<file path="src/rtl/rc_pkg.sv">
// Shared types and helpers for ring-counter consumers: FSM state encoding,
// default geometry and width-generic rotate functions.
package rc_pkg;

    typedef enum logic [1:0] {
        SEARCH  = 2'd0,
        LOCKING = 2'd1,
        LOCKED  = 2'd2
    } rc_state_e;

    localparam int unsigned RC_WIDTH    = 4;
    localparam int unsigned RC_IDX_W    = 2;
    localparam int unsigned RC_CNT_W    = 8;
    localparam int unsigned RC_LOCK_CNT = 3;

    // Rotates operate on a zero-extended container so one function serves any ring width.
    localparam int unsigned RC_MAX_W = 32;

    function automatic logic [RC_MAX_W-1:0] rc_mask(input int unsigned w);
        logic [RC_MAX_W-1:0] one;
        one = {{(RC_MAX_W-1){1'b0}}, 1'b1};
        return (w >= RC_MAX_W) ? {RC_MAX_W{1'b1}} : ((one << w) - one);
    endfunction

    function automatic logic [RC_MAX_W-1:0] rotl(input logic [RC_MAX_W-1:0] v,
                                                 input int unsigned         w);
        return ((v << 1) | (v >> (w - 1))) & rc_mask(w);
    endfunction

    function automatic logic [RC_MAX_W-1:0] rotr(input logic [RC_MAX_W-1:0] v,
                                                 input int unsigned         w);
        return ((v >> 1) | (v << (w - 1))) & rc_mask(w);
    endfunction

endpackage

</file>
<file path="src/rtl/rc_onehot2bin.sv">
// Combinational one-hot to binary encoder with an exactly-one-bit-set flag.
// The index output is meaningful only when valid_o is high.
module rc_onehot2bin
    import rc_pkg::*;
#(
    parameter int unsigned WIDTH = RC_WIDTH,
    parameter int unsigned IDX_W = RC_IDX_W
) (
    input  logic [WIDTH-1:0] vec_i,
    output logic [IDX_W-1:0] idx_o,
    output logic             valid_o
);

    logic [WIDTH-1:0] minus_one_s;

    assign minus_one_s = vec_i - WIDTH'(1);
    // Clearing the lowest set bit leaves zero only for a single-bit pattern.
    assign valid_o = (vec_i != {WIDTH{1'b0}}) && ((vec_i & minus_one_s) == {WIDTH{1'b0}});

    // OR-reduce the positions of set bits; exact for one-hot input.
    always_comb begin
        idx_o = {IDX_W{1'b0}};
        for (int i = 0; i < int'(WIDTH); i++) begin
            idx_o = idx_o | (vec_i[i] ? IDX_W'(i) : {IDX_W{1'b0}});
        end
    end

endmodule

</file>
<file path="src/rtl/rc_dec.sv">
// Ring-counter receive checker: decodes the one-hot bus, locks onto a rotating
// sequence, flags breaks and counts rotations. RC_DEC_BIDIR_EN adds direction learning.
module rc_dec
    import rc_pkg::*;
#(
    parameter int unsigned WIDTH    = RC_WIDTH,
    parameter int unsigned IDX_W    = RC_IDX_W,
    parameter int unsigned LOCK_CNT = RC_LOCK_CNT,
    parameter int unsigned CNT_W    = RC_CNT_W
) (
    input  logic             clk,
    input  logic             rst,
    input  logic [WIDTH-1:0] in,
    input  logic             in_valid,
    output logic [IDX_W-1:0] idx,
    output logic             onehot,
    output logic             locked,
    output logic             err,
    output logic [CNT_W-1:0] err_cnt,
    output logic             wrap,
    output logic [CNT_W-1:0] rot_cnt
`ifdef RC_DEC_BIDIR_EN
    ,
    output logic             dir
`endif
);

    localparam int unsigned MW = $clog2(LOCK_CNT + 2);

    rc_state_e        state_q, state_d;
    logic [WIDTH-1:0] prev_q, prev_d;
    logic [MW-1:0]    match_q, match_d;
    logic [IDX_W-1:0] idx_q, idx_d;
    logic             onehot_q, onehot_d;
    logic             locked_q, locked_d;
    logic             err_q, err_d;
    logic             wrap_q, wrap_d;
    logic [CNT_W-1:0] err_cnt_q, err_cnt_d;
    logic [CNT_W-1:0] rot_cnt_q, rot_cnt_d;

    logic [IDX_W-1:0] bin_s;
    logic             oh_s;
    logic [WIDTH-1:0] left_s;
    logic [WIDTH-1:0] exp_s;
    logic             step_ok_s;
    logic             adv_s;
    logic             wrap_hit_s;

    rc_onehot2bin #(
        .WIDTH (WIDTH),
        .IDX_W (IDX_W)
    ) u_enc (
        .vec_i   (in),
        .idx_o   (bin_s),
        .valid_o (oh_s)
    );

    assign left_s = WIDTH'(rotl(RC_MAX_W'(prev_q), WIDTH));

`ifdef RC_DEC_BIDIR_EN
    logic             dir_q, dir_d;
    logic [WIDTH-1:0] right_s;
    logic             is_left_s;
    logic             is_right_s;

    assign right_s    = WIDTH'(rotr(RC_MAX_W'(prev_q), WIDTH));
    assign is_left_s  = (in == left_s);
    assign is_right_s = (in == right_s);
    assign exp_s      = dir_q ? right_s : left_s;
    assign wrap_hit_s = dir_q ? (prev_q[0] & in[WIDTH-1]) : (prev_q[WIDTH-1] & in[0]);
    // The first step after a fresh match accepts either direction and teaches it.
    assign adv_s      = (match_q == MW'(1)) ? (is_left_s | is_right_s) : step_ok_s;
    assign dir        = dir_q;
`else
    assign exp_s      = left_s;
    assign wrap_hit_s = prev_q[WIDTH-1] & in[0];
    assign adv_s      = step_ok_s;
`endif

    assign step_ok_s = oh_s && (in == exp_s);

    // Next-state decode for the lock FSM, decoded index and event counters.
    always_comb begin
        state_d   = state_q;
        prev_d    = prev_q;
        match_d   = match_q;
        idx_d     = idx_q;
        onehot_d  = onehot_q;
        err_d     = 1'b0;
        wrap_d    = 1'b0;
        err_cnt_d = err_cnt_q;
        rot_cnt_d = rot_cnt_q;
`ifdef RC_DEC_BIDIR_EN
        dir_d     = dir_q;
`endif
        if (in_valid) begin
            onehot_d = oh_s;
            if (oh_s) begin
                idx_d  = bin_s;
                prev_d = in;
            end else begin
                idx_d  = idx_q;
                prev_d = prev_q;
            end
            case (state_q)
                SEARCH: begin
                    if (oh_s) begin
                        match_d = MW'(1);
                        state_d = (LOCK_CNT == 1) ? LOCKED : LOCKING;
                    end else begin
                        match_d = {MW{1'b0}};
                        state_d = SEARCH;
                    end
                end
                LOCKING: begin
                    if (!oh_s) begin
                        match_d = {MW{1'b0}};
                        state_d = SEARCH;
                    end else if (adv_s) begin
`ifdef RC_DEC_BIDIR_EN
                        if (match_q == MW'(1)) begin
                            dir_d = ~is_left_s;
                        end else begin
                            dir_d = dir_q;
                        end
`endif
                        if (match_q >= MW'(LOCK_CNT - 1)) begin
                            match_d = MW'(LOCK_CNT);
                            state_d = LOCKED;
                        end else begin
                            match_d = match_q + MW'(1);
                            state_d = LOCKING;
                        end
                    end else begin
                        match_d = MW'(1);
                        state_d = LOCKING;
                    end
                end
                LOCKED: begin
                    if (step_ok_s) begin
                        state_d = LOCKED;
                        if (wrap_hit_s) begin
                            wrap_d    = 1'b1;
                            rot_cnt_d = rot_cnt_q + CNT_W'(1);
                        end else begin
                            wrap_d    = 1'b0;
                            rot_cnt_d = rot_cnt_q;
                        end
                    end else begin
                        err_d     = 1'b1;
                        err_cnt_d = (err_cnt_q == {CNT_W{1'b1}}) ? err_cnt_q
                                                                 : err_cnt_q + CNT_W'(1);
                        if (oh_s) begin
                            match_d = MW'(1);
                            state_d = LOCKING;
                        end else begin
                            match_d = {MW{1'b0}};
                            state_d = SEARCH;
                        end
                    end
                end
                default: begin
                    match_d = {MW{1'b0}};
                    state_d = SEARCH;
                end
            endcase
        end else begin
            onehot_d = onehot_q;
        end
        locked_d = (state_d == LOCKED);
    end

    // State and registered outputs; async reset returns everything to SEARCH/zero.
    always_ff @(posedge clk or posedge rst) begin
        if (rst) begin
            state_q   <= SEARCH;
            prev_q    <= {WIDTH{1'b0}};
            match_q   <= {MW{1'b0}};
            idx_q     <= {IDX_W{1'b0}};
            onehot_q  <= 1'b0;
            locked_q  <= 1'b0;
            err_q     <= 1'b0;
            wrap_q    <= 1'b0;
            err_cnt_q <= {CNT_W{1'b0}};
            rot_cnt_q <= {CNT_W{1'b0}};
`ifdef RC_DEC_BIDIR_EN
            dir_q     <= 1'b0;
`endif
        end else begin
            state_q   <= state_d;
            prev_q    <= prev_d;
            match_q   <= match_d;
            idx_q     <= idx_d;
            onehot_q  <= onehot_d;
            locked_q  <= locked_d;
            err_q     <= err_d;
            wrap_q    <= wrap_d;
            err_cnt_q <= err_cnt_d;
            rot_cnt_q <= rot_cnt_d;
`ifdef RC_DEC_BIDIR_EN
            dir_q     <= dir_d;
`endif
        end
    end

    assign idx     = idx_q;
    assign onehot  = onehot_q;
    assign locked  = locked_q;
    assign err     = err_q;
    assign err_cnt = err_cnt_q;
    assign wrap    = wrap_q;
    assign rot_cnt = rot_cnt_q;

endmodule

</file>
<file path="config.mk">
export PLATFORM = sky130hd
export DESIGN_NAME = rc_dec
export DESIGN_NICKNAME = d
export VERILOG_FILES = /design/src/rtl/rc_pkg.sv /design/src/rtl/rc_onehot2bin.sv /design/src/rtl/rc_dec.sv
export SDC_FILE = /design/constraint.sdc
export NUM_CORES = 1
export LEC_CHECK = 0
export BUFFER_PORTS_ARGS = -buffer_cell sky130_fd_sc_hd__buf_2
export CORE_MARGIN = 5
export CORE_UTILIZATION = 23
export DETAILED_ROUTE_END_ITERATION = 10
export MAX_ROUTING_LAYER = met4
export PLACE_DENSITY = 0.47
export SETUP_SLACK_MARGIN = 0.05
export SKIP_CTS_REPAIR_TIMING = 1
export SKIP_LAST_GASP = 1
export SYNTH_ARGS = -nofsm -noshare
export SYNTH_HDL_FRONTEND = slang
export SYNTH_HIERARCHICAL = 1
export SYNTH_SLANG_ARGS = --single-unit
export TNS_END_PERCENT = 50
</file>
<file path="constraint.sdc">
create_clock -name clk -period 3.3 [get_ports clk]
set_clock_uncertainty 0.05 [all_clocks]
set_input_delay 0.66 -clock clk [delete_from_list [all_inputs] [get_ports clk]]
set_output_delay 0.66 -clock clk [all_outputs]
set_load 0.005 [all_outputs]
</file>
==> key figures, run 1 <==
Logic synthesis
  – Ys async rst share: 100%
  – Number of synthesized flops with an enable pin: 0
  – Sequential element share of the synthesized area: 50.9%
  – Cell taking the most area after synthesis: dfrtp_1
  – Post-Syn Nets: 144
  – Synth area leaders: dfrtp_1 51%, xor2_1 8.6%, mux2_2 5.9%
  – Syn_area_per_cell: 11.5 µm²
  – Cell Area, Synth: 0.00153 mm²
  – Yosys warns: 6
  – Ys flop type: dfrtp_1
  – Synth cell types: 38
  – Register bit total from synthesis: 31
  – Mapped Cells: 133
  – Top-area cell type share of the netlist area: 50.9%

Power and ir drop
  – Combinational share of power: 9.9%
  – Clk network pwr share: 43.7%
  – Leakage: 0.957 nW
  – Worst vdd ir: 0.191 mV
  – Switching Fraction: 23.5%
  – PwrDens: 479 mW/mm²
  – Sequential share of power: 46.4%
  – P_sw: 212 µW
  – Internal: 689 µW

Clocking
  – TritonCTS buffer count: 5
  – Worst-path clk slew: 0.07 ns
  – Clk_lat worst skew: 0.28 ns
  – CTS H-Tree Depth: 2
  – Clk root buf: clkbuf_8
  – CTS tree: done
  – Max clock buf depth: 2
  – Clk sinks: 31

Placement
  – DP Worst Slack: 0.370 ns
  – DP HPWL: 2360 µm
  – Gpl congestion: 0.751
  – PortBufs: 28

Detailed routing
  – Wire length on met3: 188 µm
  – Post-route ant nets: 0
  – Met2 wire len: 1480 µm
  – DRT iter0 DRCs: 42
  – Final WL: 3260 µm
  – # DRC: 0
  – WL met1: 1530 µm
  – Number of detailed-route iterations in the first pass: 4
  – Routed wire per std cell: 13.3 µm
  – Top layer reached by signal wires: met4
  – DR vias: 1104
  – Avg Vias per Cell: 4.51

STA
  – Setup ws final: 0.660 ns
  – Slew of the pin with the lowest slew margin: 0.406 ns
  – Period utilization: 80.0%
  – Slew Limit Fails: 0
  – Final Hold Viols: 0
  – RSZ-0062 raised after global routing: no
  – Setup TNS: 0 ns
  – Final worst path period need: 2.64 ns
  – Slew headroom: 73.0%
  – Setup violations, final: 0
  – Fmax achieved: 379 MHz

Global routing
  – First-pass GRT wire length: 5890 µm
  – Vias in the first global route: 1134
  – Total grt overflow: 0
  – Largest net degree at the start of global routing: 32
  – Gr usage total: 9.01%
  – Initial antenna violation count: 0

Cells and area
  – Layout fillers: 686
  – Layout area overhead: 23.2%
  – Ant diodes: 0
  – Most common cell after layout, fill and taps aside: dfrtp_1
  – Share of layout cells above drive strength 1: 30.4%
  – Most frequent cells in the layout: 31 x dfrtp_1, 28 x buf_2, 15 x xor2_1
  – Final net count: 178

Setup path
  – Crit path largest cell delay: 0.53 ns
  – Crit-path slowest cell: or4b_1
  – R2r setup slk: 1.16 ns
  – Reg2Reg Launch Point: prev_q[3]$_DFFE_PP0P_
  – CP Launch Type: input port
  – CP required: 3.42 ns
  – WS Path Type: input port to flip-flop
  – Critical path cell sequence: buf_2 > or4b_1 > o211ai_1 > nand2b_1 > or4_4 > nor2_1 > mux2_2
  – Element type at the critical path end: flip-flop
  – Reg-to-Reg End: rot_cnt[1]$_DFFE_PP0P_
  – Critical Path Fanout Max: 13
  – Arr. time, crit path: 2.76 ns
  – Worst r2r path cells: 5

Die
  – Core area: 0.00639 mm²
  – I/O pin count: 29
  – Die Y-Extent: 91.4 µm
  – Starting density of the core: 23.9%
  – Die footprint: 0.00836 mm²
  – Die width: 91.4 µm
  – Row count: 29

Hold path
  – Min-Delay Path Class: input port to async pin

Flow run
  – Total of max-cap violations: 0

Outcome
  – Status: finished clean
-- worst max-delay path: cells and delay by family --
kind / cells / cell delay, ns
compound gates: 1 / 0.15
buf+inv: 1 / 0.13
simple gates: 4 / 1.44
mux: 1 / 0.36
-- power by group through the flow --
stage	clock, mW	sequential (mW)	combinational [mW]
2_1_floorplan	0	0.422	0.0641
3_3_place_gp	0	0.426	0.0904
3_5_place_dp	0	0.426	0.0911
4_1_cts	0.410	0.419	0.0913
5_1_grt	0.431	0.422	0.101
6_report	0.394	0.418	0.0887
-- routing by layer --
metal	vias up	GRT usage (%)
met5	-	-
met4	0	3.30
met3	6	3.39
met2	30	12.8
met1	525	11.6
li1	543	-
-- Yosys cell counts (2+ instances only) --
cell type   n
xor2_1     15
nor4_1      3
or2_1       2
nand2b_1    3
ha_1        4
nand2_1     8
o21ai_0     4
xnor2_1     4
inv_1       5
clkbuf_1    3
or4b_1      2
or3_1       2
and4_1      2
nor3_1      6
nor2_1      6
dfrtp_1    31
nand3_1     5
mux2_2      8
-- final cells by class --
class,count,area (µm²),share of cell area (%)
sequential,31,776,41.3
multi-input combinational,93,708,37.7
clock buffer,6,82.6,4.39
timing repair buffer,31,163,8.66
clock inverter,2,35.0,1.86
inverter,5,18.8,0.999
tap,77,96.3,5.13
-- through the flow --
stage / std cells / utilization [%] / cell area [µm²] / hold WS (ns) / power [mW]
2_1_floorplan: 133 / - / 1530 / 0.418 / 0.486
3_3_place_gp: 237 / 27.6 / 1760 / 0.420 / 0.517
3_5_place_dp: 237 / 27.6 / 1760 / 0.414 / 0.517
4_1_cts: 245 / 29.4 / 1880 / 0.405 / 0.920
5_1_grt: 245 / 29.4 / 1880 / 0.435 / 0.954
6_report: 245 / 29.4 / 1880 / 0.388 / 0.900
-- state kept, by name, summed over array words and instances (netlist names) --
register,count
idx,2
err_cnt,8
state_q,2
onehot,1
err,1
rot_cnt,8
wrap,1
match_q,3
locked,1
prev_q,4
-- worst max-delay path by stage --
stage	start	end	slack [ns]	cells after the start
2_1_floorplan	in[3]	rot_cnt[1]$_DFFE_PP0P_	0.72	6
3_3_place_gp	in[3]	rot_cnt[1]$_DFFE_PP0P_	0.44	7
3_5_place_dp	in[3]	rot_cnt[1]$_DFFE_PP0P_	0.37	7
4_1_cts	in[1]	rot_cnt[1]$_DFFE_PP0P_	0.67	7
5_1_grt	in[1]	rot_cnt[1]$_DFFE_PP0P_	0.54	7
6_report	in[1]	rot_cnt[1]$_DFFE_PP0P_	0.66	7
-- cell families (layout without fill, tap and decap cells) --
group / count (synthesis) / in the layout / share of synthesized area (%)
mux: 8 / 8 / 5.91
xor+xnor: 19 / 19 / 10.9
simple gates: 46 / 46 / 18.3
buf+inv: 9 / 44 / 2.71
compound gates: 16 / 16 / 8.04
fa+ha+maj: 4 / 4 / 3.28
flops: 31 / 31 / 50.9
Power figures use the tool's default switching activity.
==> inputs of run 2 (changes only) <==
==> constraint.sdc (replaced) <==
create_clock -name clk -period 2.8 [get_ports clk]
set_clock_uncertainty 0.05 [all_clocks]
set_input_delay 0.56 -clock clk [delete_from_list [all_inputs] [get_ports clk]]
set_output_delay 0.56 -clock clk [all_outputs]
set_load 0.005 [all_outputs]
==> run 2 against run 1 <==
Sequential share of layout area about the same. Routed wire length down 3.5%. Flip-flop and latch count unchanged. Largest cell class unchanged. Clock-buffer cell count up 1. First-iteration DRC count up 9.5%. Die area unchanged. Combinational power up 18%. Sequential power up 18%. Register-to-register slack worse by 0.40 ns. Final area about the same.
==> key figures, run 2 (synthesis results as in run 1) <==
STA
  – Fmax achieved: 407 MHz
  – Final worst path period need: 2.46 ns
  – Slew headroom: 73.0% (about the same)
  – RSZ-0062 raised after global routing: no
  – Slew Limit Fails: 0 (unchanged)
  – Setup TNS: 0 ns (unchanged)
  – WHS: 0.297 ns (-0.0917 ns)
  – Setup violations, final: 0 (unchanged)
  – Period utilization: 87.7%
  – Final Hold Viols: 0 (unchanged)
  – Slew of the pin with the lowest slew margin: 0.405 ns (-0.000336 ns)

Die
  – Die footprint: 0.00836 mm² (unchanged)
  – I/O pin count: 29 (unchanged)
  – Die Y-Extent: 91.4 µm (unchanged)
  – Row count: 29 (unchanged)
  – Core area: 0.00639 mm² (unchanged)
  – Starting density of the core: 23.9% (unchanged)
  – Die width: 91.4 µm (unchanged)

Clocking
  – CTS tree: done
  – Worst-path clk slew: 0.07 ns (about the same)
  – Clk sinks: 31 (unchanged)
  – CTS H-Tree Depth: 2 (unchanged)
  – TritonCTS buffer count: 5 (unchanged)
  – Clk_lat worst skew: 0.28 ns (about the same)
  – Clk root buf: clkbuf_8
  – Max clock buf depth: 2 (unchanged)

Placement
  – DP HPWL: 2260 µm (-4.3%)
  – Gpl congestion: 0.756 (+0.67%)
  – PortBufs: 28 (unchanged)
  – Cell Area, Placed: 0.00178 mm² (+0.85%)

Detailed routing
  – Final WL: 3140 µm (-3.5%)
  – # DRC: 0 (unchanged)
  – DR vias: 1092 (-1.1%)
  – WL met1: 1580 µm (+3.3%)
  – Number of detailed-route iterations in the first pass: 3 (-1)
  – Post-route ant nets: 0 (unchanged)
  – Routed wire per std cell: 12.7 µm (-4.3%)
  – DRT iter0 DRCs: 46 (+9.5%)
  – Avg Vias per Cell: 4.42 (-1.9%)
  – Met2 wire len: 1360 µm (-8.1%)
  – Wire length on met3: 171 µm (-9.0%)
  – Top layer reached by signal wires: met4

Global routing
  – Total grt overflow: 0 (unchanged)
  – Vias in the first global route: 1085 (-4.3%)
  – Gr usage total: 8.18% (-0.83 points)
  – First-pass GRT wire length: 5410 µm (-8.1%)
  – Initial antenna violation count: 0 (unchanged)
  – Largest net degree at the start of global routing: 32 (unchanged)

Power and ir drop
  – Worst vdd ir: 0.201 mV (+5.4%)
  – Leakage: 0.956 nW (about the same)
  – PwrDens: 528 mW/mm² (+10%)

Cells and area
  – Footprint of the multi-input gates: 708 µm² (unchanged)
  – Layout area overhead: 23.3% (about the same)
  – Ant diodes: 0 (unchanged)
  – Final net count: 180 (+1.1%)
  – Final Cell Area: 0.00188 mm² (about the same)
  – Layout fillers: 672 (-2.0%)
  – Most common cell after layout, fill and taps aside: dfrtp_1
  – Register Area: 776 µm² (unchanged)
  – Most frequent cells in the layout: 31 x dfrtp_1, 28 x buf_2, 15 x xor2_1
  – Share of layout cells above drive strength 1: 31.2% (+0.82 points)

Setup path
  – CP Launch Type: input port
  – R2r setup slk: 0.76 ns (-0.40 ns)
  – Reg-to-Reg End: state_q[1]$_DFF_PP0_
  – Worst r2r path cells: 5 (unchanged)
  – CP required: 2.97 ns (-0.45 ns)
  – Critical Path Fanout Max: 13 (unchanged)
  – Element type at the critical path end: flip-flop
  – Reg2Reg Launch Point: prev_q[3]$_DFFE_PP0P_
  – WS Path Type: input port to flip-flop
  – Arr. time, crit path: 2.62 ns (-0.14 ns)

Outcome
  – Status: finished clean

Flow run
  – Total of max-cap violations: 0 (unchanged)

Hold path
  – Min-Delay Path Class: input port to async pin
run 2: cell count changes in the layout (fill, tap and decap cells not counted):
cell | before | now
buf_4 | 3 | 5
clkbuf_8 | 6 | 7
clkinv_2 | 1 | 0
bufinv_16 | 1 | 0
clkinvlp_4 | 0 | 1
run 2: worst max-delay path, cell delays in order:
cell and delay [ns]:
buf_2 0.13, or4b_1 0.54, o211ai_1 0.16, nand2b_1 0.11, or4_4 0.52, or3_1 0.41, a21bo_2 0.19
run 2: metal layers:
metal | vias up | global-route usage (%)
li1 | 544 | -
met1 | 520 | 10.4
met2 | 24 | 11.8
met3 | 4 | 3.22
met4 | 0 | 2.93
met5 | - | -
run 2: through the flow:
stage | cells | setup WS (ns) | utilization (%) | power (mW)
2_1_floorplan | 133 | 0.319 | - | 0.572
3_3_place_gp | 239 | 0.124 | 27.8 | 0.612
3_5_place_dp | 239 | 0.0766 | 27.8 | 0.610
4_1_cts | 247 | 0.364 | 29.4 | 1.01
5_1_grt | 247 | 0.273 | 29.4 | 1.05
6_report | 247 | 0.344 | 29.4 | 0.993
run 2: worst max-delay path by stage:
stage | from | endpoint | slack (ns) | cells after the start
2_1_floorplan | in[3] | rot_cnt[1]$_DFFE_PP0P_ | 0.32 | 6
3_3_place_gp | in[3] | state_q[1]$_DFF_PP0_ | 0.12 | 7
4_1_cts | in[3] | state_q[1]$_DFF_PP0_ | 0.36 | 7
6_report | in[3] | state_q[1]$_DFF_PP0_ | 0.34 | 7
5_1_grt | in[1] | state_q[1]$_DFF_PP0_ | 0.27 | 7
3_5_place_dp | in[3] | state_q[1]$_DFF_PP0_ | 0.08 | 7
run 2: where the power goes:
part | total, mW | internal [mW] | switching, mW
clock network | 0.395 | 0.223 | 0.171
logic | 0.105 | 0.0501 | 0.0548
registers | 0.494 | 0.475 | 0.0185
run 2: final cells by class:
| cell class | instances | area share [%] |
|---|---|---|
| Sequential cell | 31 | 41.3 |
| Inverter | 5 | 0.998 |
| Timing Repair Buffer | 33 | 9.45 |
| Clock inverter | 1 | 0.399 |
| Tap cell | 77 | 5.12 |
| Clock buffer | 7 | 5.12 |
| Multi-Input combinational cell | 93 | 37.7 |
==> inputs of run 3 (changes only) <==
--- a/config.mk
+++ b/config.mk
@@ -9,7 +9,6 @@
 export CORE_MARGIN = 5
 export CORE_UTILIZATION = 23
 export DETAILED_ROUTE_END_ITERATION = 10
-export MAX_ROUTING_LAYER = met4
 export PLACE_DENSITY = 0.47
 export SETUP_SLACK_MARGIN = 0.05
 export SKIP_CTS_REPAIR_TIMING = 1
==> run 3 against run 2 <==
Register-to-register slack barely moved. Clock-buffer cell count did not move. Routed wire length fell by 0.29%. Critical path type unchanged. Core utilization did not move. Total power fell by 0.13%.
==> key figures, run 3 (synthesis results as in run 1) <==
Setup path
  – Arr. time, crit path: 2.62 ns (about the same)
  – Element type at the critical path end: flip-flop
  – Reg2Reg Launch Point: prev_q[3]$_DFFE_PP0P_
  – Worst r2r path cells: 5 (unchanged)
  – CP Launch Type: input port
  – CP required: 2.97 ns (about the same)
  – Critical Path Fanout Max: 13 (unchanged)
  – WS Path Type: input port to flip-flop
  – Reg-to-Reg End: state_q[1]$_DFF_PP0_
  – R2r setup slk: 0.76 ns (about the same)

Clocking
  – CTS tree: done
  – TritonCTS buffer count: 5 (unchanged)
  – Clk root buf: clkbuf_8
  – Clk sinks: 31 (unchanged)
  – Worst-path clk slew: 0.07 ns (about the same)
  – CTS H-Tree Depth: 2 (unchanged)
  – Clk_lat worst skew: 0.28 ns (about the same)
  – Max clock buf depth: 2 (unchanged)

Outcome
  – Status: finished clean

Cells and area
  – Most frequent cells in the layout: 31 x dfrtp_1, 28 x buf_2, 15 x xor2_1
  – Most common cell after layout, fill and taps aside: dfrtp_1
  – Layout area overhead: 23.3% (unchanged)
  – Final net count: 180 (unchanged)
  – Share of layout cells above drive strength 1: 31.2% (unchanged)
  – Final core occ: 29.4% (unchanged)
  – Ant diodes: 0 (unchanged)
  – Layout fillers: 672 (unchanged)

STA
  – Final Hold Viols: 0 (unchanged)
  – WHS: 0.297 ns (+0.000488 ns)
  – RSZ-0062 raised after global routing: no
  – Slew Limit Fails: 0 (unchanged)
  – Final worst path period need: 2.46 ns (+0.000428 ns)
  – Period utilization: 87.7% (about the same)
  – Setup violations, final: 0 (unchanged)
  – Slew headroom: 73.0% (about the same)
  – Setup TNS: 0 ns (unchanged)
  – Fmax achieved: 407 MHz (about the same)
  – Setup ws final: 0.344 ns (-0.000428 ns)
  – Slew of the pin with the lowest slew margin: 0.405 ns (-0.000663 ns)

Power and ir drop
  – Leakage: 0.956 nW (unchanged)
  – Post-layout power: 992 µW (-0.13%)
  – PwrDens: 528 mW/mm² (-0.13%)
  – Worst vdd ir: 0.201 mV (unchanged)

Detailed routing
  – Number of detailed-route iterations in the first pass: 4 (+1)
  – DR vias: 1088 (-0.37%)
  – DRT iter0 DRCs: 39 (-15%)
  – Post-route ant nets: 0 (unchanged)
  – Avg Vias per Cell: 4.40 (-0.37%)
  – Routed wire per std cell: 12.7 µm (-0.29%)
  – Final WL: 3130 µm (-0.29%)
  – # DRC: 0 (unchanged)

Die
  – Die width: 91.4 µm (unchanged)
  – Starting density of the core: 23.9% (unchanged)
  – Die Y-Extent: 91.4 µm (unchanged)
  – Die footprint: 0.00836 mm² (unchanged)
  – I/O pin count: 29 (unchanged)
  – Row count: 29 (unchanged)
  – Core area: 0.00639 mm² (unchanged)

Global routing
  – First-pass GRT wire length: 5420 µm (+0.13%)
  – Gr usage total: 7.96% (-0.22 points)
  – Initial antenna violation count: 0 (unchanged)
  – Total grt overflow: 0 (unchanged)
  – Vias in the first global route: 1084 (-0.092%)
  – Largest net degree at the start of global routing: 32 (unchanged)

Placement
  – PortBufs: 28 (unchanged)
  – DP HPWL: 2260 µm (unchanged)
  – Gpl congestion: 0.746 (-1.2%)
  – DP Worst Slack: 0.0766 ns (unchanged)

Hold path
  – Min-Delay Path Class: input port to async pin

Flow run
  – Total of max-cap violations: 0 (unchanged)
-- run 3: cell counts in the layout (fill, tap and decap cells not counted) --
No cell type changed its count.
-- run 3: routing by layer --
layer / vias to the layer above / wire length (µm) / global-route usage, %
li1: 545 / - / -
met1: 513 / 1560 / 10.3
met3: 6 / 191 / 3.39
met2: 24 / 1340 / 11.8
met5: - / 0 / 0
met4: 0 / 44 / 2.93
-- run 3: power by group --
| part | switching, mW | total (mW) | internal (mW) |
|---|---|---|---|
| clock network | 0.170 | 0.394 | 0.223 |
| registers | 0.0185 | 0.494 | 0.475 |
| logic | 0.0547 | 0.105 | 0.0501 |
-- run 3: how the worst max path moves through the flow --
stage	from	end	slack, ns	cells past startpoint
floorplan	in[3]	rot_cnt[1]$_DFFE_PP0P_	0.32	6
global placement	in[3]	state_q[1]$_DFF_PP0_	0.12	7
detailed placement	in[3]	state_q[1]$_DFF_PP0_	0.08	7
CTS	in[3]	state_q[1]$_DFF_PP0_	0.36	7
global route	in[1]	state_q[1]$_DFF_PP0_	0.27	7
finish	in[3]	state_q[1]$_DFF_PP0_	0.34	7
-- run 3: metrics by stage --
step,cells,instance area (µm²)
2_1_floorplan,133,1530
3_3_place_gp,239,1780
3_5_place_dp,239,1780
4_1_cts,247,1880
5_1_grt,247,1880
6_report,247,1880
-- run 3: worst max-delay path: stages --
cell and delay (ns):
buf_2 0.13, or4b_1 0.54, o211ai_1 0.16, nand2b_1 0.11, or4_4 0.52, or3_1 0.41
a21bo_2 0.19
-- run 3: area by class of cell --
class / count / area, µm² / area share, %
timing repair buffer: 33 / 178 / 9.45
tap: 77 / 96.3 / 5.12
inverter: 5 / 18.8 / 0.998
sequential: 31 / 776 / 41.3
clock inverter: 1 / 7.51 / 0.399
clock buffer: 7 / 96.3 / 5.12
multi-input combinational: 93 / 708 / 37.7
